===== config.mk =====
export PLATFORM = sky130hd
export DESIGN_NAME = sqrt_cpu
export DESIGN_NICKNAME = d
export VERILOG_FILES = /design/src/rtl/sqrt_cpu.sv
export SDC_FILE = /design/constraint.sdc
export NUM_CORES = 1
export LEC_CHECK = 0
export CORE_AREA = 5 5 42 44
export DETAILED_ROUTE_END_ITERATION = 12
export DIE_AREA = 0 0 47 49
export GPL_ROUTABILITY_DRIVEN = 0
export HOLD_SLACK_MARGIN = 0.12
export PLACE_DENSITY_LB_ADDON = 0.25
export SYNTH_ARGS = -nofsm -noshare
export SYNTH_HDL_FRONTEND = slang
export SYNTH_HIERARCHICAL = 1
export SYNTH_SLANG_ARGS = --single-unit

===== constraint.sdc =====
create_clock -name Clk -period 1.6 [get_ports Clk]
set_clock_uncertainty 0.05 [all_clocks]
set_input_delay 0.32 -clock Clk [delete_from_list [all_inputs] [get_ports Clk]]
set_output_delay 0.32 -clock Clk [all_outputs]
set_load 0.1 [all_outputs]

===== src/rtl/sqrt_cpu.sv =====
// Purpose : sequenced core computing round(sqrt(X)) of a 16-bit operand held in internal data memory.
// Latency : Ack rises on the 13th rising Clk edge after the edge that samples Start low; fixed for every X.
// Backpr. : none; Start is a level request (high = abort/arm, falling = launch), Ack holds until Start rises.
//
// Ports:
//   Clk   - single clock, all state changes on the rising edge
//   Reset - asynchronous active-low reset (Core contents are not cleared)
//   Start - program request; held high while operands load, dropped to launch
//   Ack   - registered completion flag, high only in DONE
//
// Build option: define SQRT_FLOOR_EN to return floor(sqrt(X)) instead of the
// rounded value; the ROUND cycle is kept so latency does not change.
//
// Memory map: operand high byte at OPND_ADDR, low byte at OPND_ADDR+1,
// result byte at RES_ADDR. Only RES_ADDR is ever written by the core.

module sqrt_dm #(
  parameter int DEPTH = 256,
  parameter int AW    = 8
) (
  input  logic          Clk,
  input  logic [AW-1:0] addr,
  input  logic          wr_vld,
  input  logic [7:0]    wr_dat,
  output logic [7:0]    rd_dat
);
  // Host preloads and reads back through this array hierarchically.
  logic [7:0] Core [0:DEPTH-1];

  always_ff @(posedge Clk) begin
    if (wr_vld) Core[addr] <= wr_dat;
  end

  assign rd_dat = Core[addr];
endmodule

module sqrt_cpu #(
  parameter int DM_DEPTH  = 256,
  parameter int OPND_ADDR = 16,
  parameter int RES_ADDR  = 18
) (
  input  logic Clk,
  input  logic Reset,
  input  logic Start,
  output logic Ack
);
  localparam int AW = $clog2(DM_DEPTH);

  localparam logic [2:0] IDLE    = 3'd0;
  localparam logic [2:0] LOAD_HI = 3'd1;
  localparam logic [2:0] LOAD_LO = 3'd2;
  localparam logic [2:0] ITER    = 3'd3;
  localparam logic [2:0] ROUND   = 3'd4;
  localparam logic [2:0] STORE   = 3'd5;
  localparam logic [2:0] DONE    = 3'd6;

  logic [2:0]    state;
  logic          armed;
  logic          ack_q;
  logic [15:0]   opnd;
  logic [9:0]    rem;
  logic [7:0]    root;
  logic [2:0]    cnt;

  logic [AW-1:0] dm_addr;
  logic          dm_wr_vld;
  logic [7:0]    dm_rd_dat;

  // One restoring step: bring down the next two operand bits and try
  // subtracting (4*root + 1). Remainder never exceeds 2*root, so 10 bits
  // hold it; the 12-bit temporaries cover the shifted-in intermediate.
  logic [11:0] rem_sh;
  logic [11:0] trial;
  logic [11:0] diff;
  logic [9:0]  rem_nxt;
  logic [7:0]  root_nxt;
  logic        do_round;
  logic        unused_bits;

  always_comb begin
    rem_sh   = {rem, opnd[15:14]};
    trial    = {2'b00, root, 2'b01};
    diff     = rem_sh - trial;
    rem_nxt  = rem_sh[9:0];
    root_nxt = {root[6:0], 1'b0};
    if (rem_sh >= trial) begin
      rem_nxt  = diff[9:0];
      root_nxt = {root[6:0], 1'b1};
    end
  end

  assign unused_bits = ^{rem_sh[11:10], diff[11:10]};

`ifdef SQRT_FLOOR_EN
  assign do_round = 1'b0;
`else
  // X - r*r > r means sqrt(X) > r + 0.5; saturate instead of wrapping at 255.
  assign do_round = (rem > {2'b00, root}) && (root != 8'hFF);
`endif

  always_comb begin
    dm_addr = AW'(RES_ADDR);
    case (state)
      LOAD_HI: dm_addr = AW'(OPND_ADDR);
      LOAD_LO: dm_addr = AW'(OPND_ADDR + 1);
      default: dm_addr = AW'(RES_ADDR);
    endcase
  end

  // A Start during STORE aborts, so the result write is suppressed too.
  assign dm_wr_vld = (state == STORE) && !Start;

  sqrt_dm #(.DEPTH(DM_DEPTH), .AW(AW)) DM1 (
    .Clk    (Clk),
    .addr   (dm_addr),
    .wr_vld (dm_wr_vld),
    .wr_dat (root),
    .rd_dat (dm_rd_dat)
  );

  always_ff @(posedge Clk or negedge Reset) begin
    if (!Reset) begin
      state <= IDLE;
      armed <= 1'b0;
      ack_q <= 1'b0;
      opnd  <= '0;
      rem   <= '0;
      root  <= '0;
      cnt   <= '0;
    end else begin
      // Ack follows DONE by one edge, which makes up the 13-edge latency.
      ack_q <= (state == DONE) && !Start;
      if (Start) begin
        // Start high aborts whatever is running and arms the next launch.
        state <= IDLE;
        armed <= 1'b1;
      end else begin
        case (state)
          IDLE: begin
            if (armed) begin
              state <= LOAD_HI;
              armed <= 1'b0;
            end
          end
          LOAD_HI: begin
            opnd[15:8] <= dm_rd_dat;
            state      <= LOAD_LO;
          end
          LOAD_LO: begin
            opnd[7:0] <= dm_rd_dat;
            rem       <= '0;
            root      <= '0;
            cnt       <= '0;
            state     <= ITER;
          end
          ITER: begin
            opnd <= {opnd[13:0], 2'b00};
            rem  <= rem_nxt;
            root <= root_nxt;
            cnt  <= cnt + 3'd1;
            if (cnt == 3'd7) state <= ROUND;
          end
          ROUND: begin
            if (do_round) root <= root + 8'd1;
            state <= STORE;
          end
          STORE: begin
            state <= DONE;
          end
          DONE: begin
            state <= DONE;
          end
          default: begin
            state <= IDLE;
          end
        endcase
      end
    end
  end

  assign Ack = ack_q;
endmodule


; Yosys cells after proc, flatten, opt, wreduce, memory -nomap -nowiden
; Cells that the tools add are included.
[totals]
ff_bits = 8
inputBits = 3
output_inout_bits = 1
[classes]
n_addsub = 1
eq_ne = 9
n_mux = 7
bitwise_logic = 1
reduce_logical = 8
[op_table]
columns = cell, n
row1 = $pmux W3 S6, 1
row2 = $eq A3 B3 Y1 const B, 4
row3 = $mux W3, 3
row4 = $eq A3 B2 Y1 const B, 2
row5 = $ne A3 B3 Y1 const B, 2
row6 = $pmux W3 S2, 1
row7 = $reduce_and A2 Y1, 2
row8 = $reduce_bool A2 Y1, 2
row9 = $add A3 B1 Y3 const B, 1
row10 = $eq A3 B1 Y1 const B, 1
row11 = $logic_not A3 Y1, 1
row12 = $mux W1, 2
row13 = $reduce_or A2 Y1, 1
row14 = $logic_and A1 B1 Y1, 1
row15 = $logic_not A1 Y1, 1
row16 = $not A1 Y1, 1

; Logic depth before layout (Yosys ltp)
[logic_depth]
depth_word = 4
depth_mapped = 4
depth_no_buf = 4

; Least setup slack after synthesis
; No wires, ideal clock.
[synth_timing]
kind = flip-flop to flip-flop
startpoint = register cnt[0]
endpoint = register state[0]
arrival_ps = 1202
required_ps = 1477
path_slack_ps = 275
stages_incl_launch_ff = 5
n_path_buf = 0
synth_period_minus_slack_ps = 1325
path_cell_list = dfrtp_1 -> ha_1 -> ha_1 -> a221o_2 -> a21oi_2
[synth_between]
elab_chain_cells = 3
[synth_rtl]
columns = item, line
row1 = "start, declared", 63  ; logic [2:0] cnt;
row2 = "start signal, assigned", 160  ; cnt <= cnt + 3'd1;
row3 = $eq A3 B3 Y1, 161  ; if (cnt == 3'd7) state <= ROUND;
row4 = $ne A3 B3 Y1 (no line), n/a
row5 = $reduce_and A2 Y1 (no line), n/a
row6 = "end signal, assigned", 161
row7 = "end signal, assigned", 165  ; state <= STORE;
row8 = "end signal, assigned", 168  ; state <= DONE;
row9 = "end, declared", 57  ; logic [2:0] state;
; Every way passes these cells.
; A chain may end at the register's enable or synchronous reset.

; Final worst setup path
; Ends and elaborated chain as after synthesis.

==> results <==
- The leading cell type in the layout, fill and taps excluded is sky130_fd_sc_hd__dfrtp_1.
- The met3 routing resource usage after global routing is 0.0221.
- The root buffer selected by CTS is sky130_fd_sc_hd__clkbuf_4.
- Entering global routing, the biggest net connects 12 pins.
- The final layout contains routed wiring with a total length of 750 um.
- The required time of the worst setup path is 1730 ps.
- The first-pass GRT wire length is 1280 um.
- STA classifies the critical path startpoint as a flop.
- The leakage power total is 0.232 nW.
- In the global route stage, met2 resource usage came out at 0.102.
- TritonCTS built the clock tree.
- After detailed placement, the design holds a cell count of 53.
- The number of hold-slack violations in the final timing report is 0.
- The initial utilization of the core area, before any placement, comes to 0.295.
- The total power divided by cell area is 1080 mW/mm^2.
- The floorplan die width is 47 um.
- During I/O placement, the number of pins put on the boundary was 4.
- The smallest clock period supported by the final layout is computed as 1420 ps.
- The arithmetic-cell share of the synthesized area counting full adders, half adders and majority gates is 0.0606.
- In this run the deepest clock path goes through 2 buffers.
- Clock latency on the worst-skew pair, taken at its later pin, is 250 ps.
- Setup repair after global routing left no endpoint under its margin.
- The die height is 49 um.
- Across every metal layer, demand over resource in global routing totals 0.0767.
- The number of global-route vias before repair is 309.
- Relative to the synthesized area, the layout overhead comes to 19.7%.
- The flow ran to the end, and the final reports show no timing, DRC or antenna violations.
- Of the synthesized area, sequential elements account for 0.485.
- The arrival time of data at the critical path endpoint is 1550 ps.
- The count of maximum capacitance violations is 0.
- The number of nets in the synthesized netlist is 39.
- The utilization of the core after routing is 0.353.
- The total area inside the core boundary comes to 0.00140 sq mm.
- The die covers 0.00230 sq mm.
- The number of input and output port buffers inserted is 3.
- The kind of critical path is reg2reg.
- The fraction of synthesized cell area in xor and xnor cells is 0.
- Once layout is complete, the cells apart from fillers number 56.
- The count of antenna diodes in the layout is 0.
- The peak fanout along the critical path is 3.
- After synthesis, the netlist uses 22 different library cells.
- The synthesized design contains 8 register bits.
- The hold buffer count at CTS is 0.
- The total number of clock tree sinks is 8.
- The cell area that synthesis handed to floorplanning was 413 sq um.
- The detailed-route wire length per cell is 13.4 um.
- In this run the most used layer during global routing was met2.
- Buffers added to address setup during post-CTS repair amount to 0.
- The area fraction in compound gates after synthesis came to 0.145.
- The kind of path behind the tightest hold check is in2async.
- The detail route stage leaves a number of antenna-violating nets equal to 0.
- After synthesis, the share of cell area in mux cells is 0.0848.
- The worst pin sits at a relative slew slack of 0.748.
- The dominant combinational cell family by area after synthesis is simple AND/OR/NAND/NOR gates.
- The slew at the pin with the worst max-slew slack is 377 ps.
- The global route total overflow is 0.
- After routing, the total negative slack on setup checks comes to 0 ps.
- In this run the core area contains 14 standard-cell rows.
- The wire-length estimate of the detail-placed layout is 544 um.
- Static timing analysis puts the maximum clock frequency at 0.704 GHz.
- The final max-slew violation count is 0.
- The portion of the clock cycle consumed by the worst path in the final layout is 0.888.
- After detailed routing, the number of remaining DRC violations is 0.
- The peak ir drop on the vdd network is 0.000340 V.
- The number of setup violations in the final report is 0.
- The met1 usage in global routing is 0.101.
- The total CTS buffers is 3.
- The Yosys step of the flow raised 6 warnings.
- The initial antenna violation count came to 0.
- In this run the number of H-tree levels came out at 1.
- The synthesized area per cell is 12.1 sq um.
- The number of instances resized during post-cts repair is 0.
- The worst setup path is captured at a flop.
- After the first detailed-routing iteration, the DRC count stood at 5.
- The per-cell via count in the routed design is 5.02.
- The final route contains 281 vias.
- The clock slew at the register clock pins of the worst setup and hold paths is 60 ps.
- In the final layout, the share of cells above drive strength 1 is 0.275.
- The first-pass iteration count of the detailed router is 3.
- The post-synthesis share of cell area spent on and, or, nand and nor gates is 0.158.
- In the layout the commonest cells are 8 x sky130_fd_sc_hd__dfrtp_1, 3 x sky130_fd_sc_hd__inv_1, 3 x sky130_fd_sc_hd__clkbuf_4.
- The total number of nets in the final design is 47.
- Synthesis produced 34 cells.
==> cell type report <==
class,count,area [sq um]
inverter,3,11.3
fill,148,907
timing repair buffer,5,55.1
multi-input combinational,21,185
tap,16,20.0
clock buffer,3,22.5
sequential,8,200
==> where the power goes <==
group | total [mW] | switching [mW] | internal [mW] | leakage (nW)
clock network | 0.156 | 0.0705 | 0.0860 | 0.0138
logic | 0.102 | 0.0426 | 0.0589 | 0.114
registers | 0.278 | 0.0390 | 0.239 | 0.105
==> critical path: stages (launching register included) <==
cell and delay (ps):
sky130_fd_sc_hd__dfrtp_1 400, sky130_fd_sc_hd__ha_1 210, sky130_fd_sc_hd__ha_1 220, sky130_fd_sc_hd__a221o_2 370, sky130_fd_sc_hd__a21oi_2 110
==> final timing paths <==
kind	end	startpoint	depth (start not counted)	slack (ps)
worst max-delay path	state[0]	cnt[0]	4	180
worst max register to register	state[0]	cnt[0]	4	180
worst min register to register	armed	armed	2	470
min in group Clk	armed	armed	2	470
max in group asynchronous	cnt[0]	Reset	1	930
worst min-delay path	armed	Reset	1	300
==> registers in the layout (all words and copies together), names as in the netlist <==
signal  flops
cnt         3
state       3
Ack         1
armed       1
==> through the flow <==
| stage | hold WS, ps | total power, mW | instance area (sq um) | worst slack [ps] |
|---|---|---|---|---|
| 2_1_floorplan | -25.6 | 0.354 | 413 | 275 |
| 4_1_cts | 306 | 0.544 | 494 | 168 |
| 5_1_grt | 328 | 0.571 | 494 | 140 |
| 3_5_place_dp | 472 | 0.384 | 472 | 102 |
| 6_report | 299 | 0.536 | 494 | 180 |
| 3_3_place_gp | 439 | 0.370 | 472 | 127 |
==> logic make-up (layout without fill, tap and decap cells) <==
| family | after synthesis | in the layout |
|---|---|---|
| simple gates | 9 | 9 |
| flops | 8 | 8 |
| compound gates | 7 | 7 |
| buf+inv | 5 | 11 |
| mux | 3 | 3 |
| fa+ha+maj | 2 | 2 |
==> per-layer routing <==
layer  wire length (um)  vias to the layer above
met5                  0                        -
met4                  0                        0
met3                 37                        0
met2                392                        4
met1                320                      145
li1                   -                      132
==> cells in the mapped netlist (all sizes together) <==
| master | number | area, sq um |
|---|---|---|
| nor3b | 1 | 18.8 |
| o31ai | 1 | 7.51 |
| nand2b | 1 | 6.26 |
| o211a | 1 | 10.0 |
| mux2i | 2 | 20.0 |
| nand4b | 1 | 8.76 |
| inv | 3 | 11.3 |
| nor2 | 1 | 3.75 |
| nor4b | 1 | 8.76 |
| mux2 | 1 | 15.0 |
| ha | 2 | 25.0 |
| nor3 | 1 | 5.00 |
| buf | 2 | 16.3 |
| dfrtp | 8 | 200 |
| nor2b | 1 | 6.26 |
| nand2 | 2 | 7.51 |
| o21bai | 1 | 7.51 |
| a21bo | 1 | 10.0 |
| a21oi | 2 | 13.8 |
| a221o | 1 | 11.3 |
No activity file was read; power rests on OpenSTA's default activity.
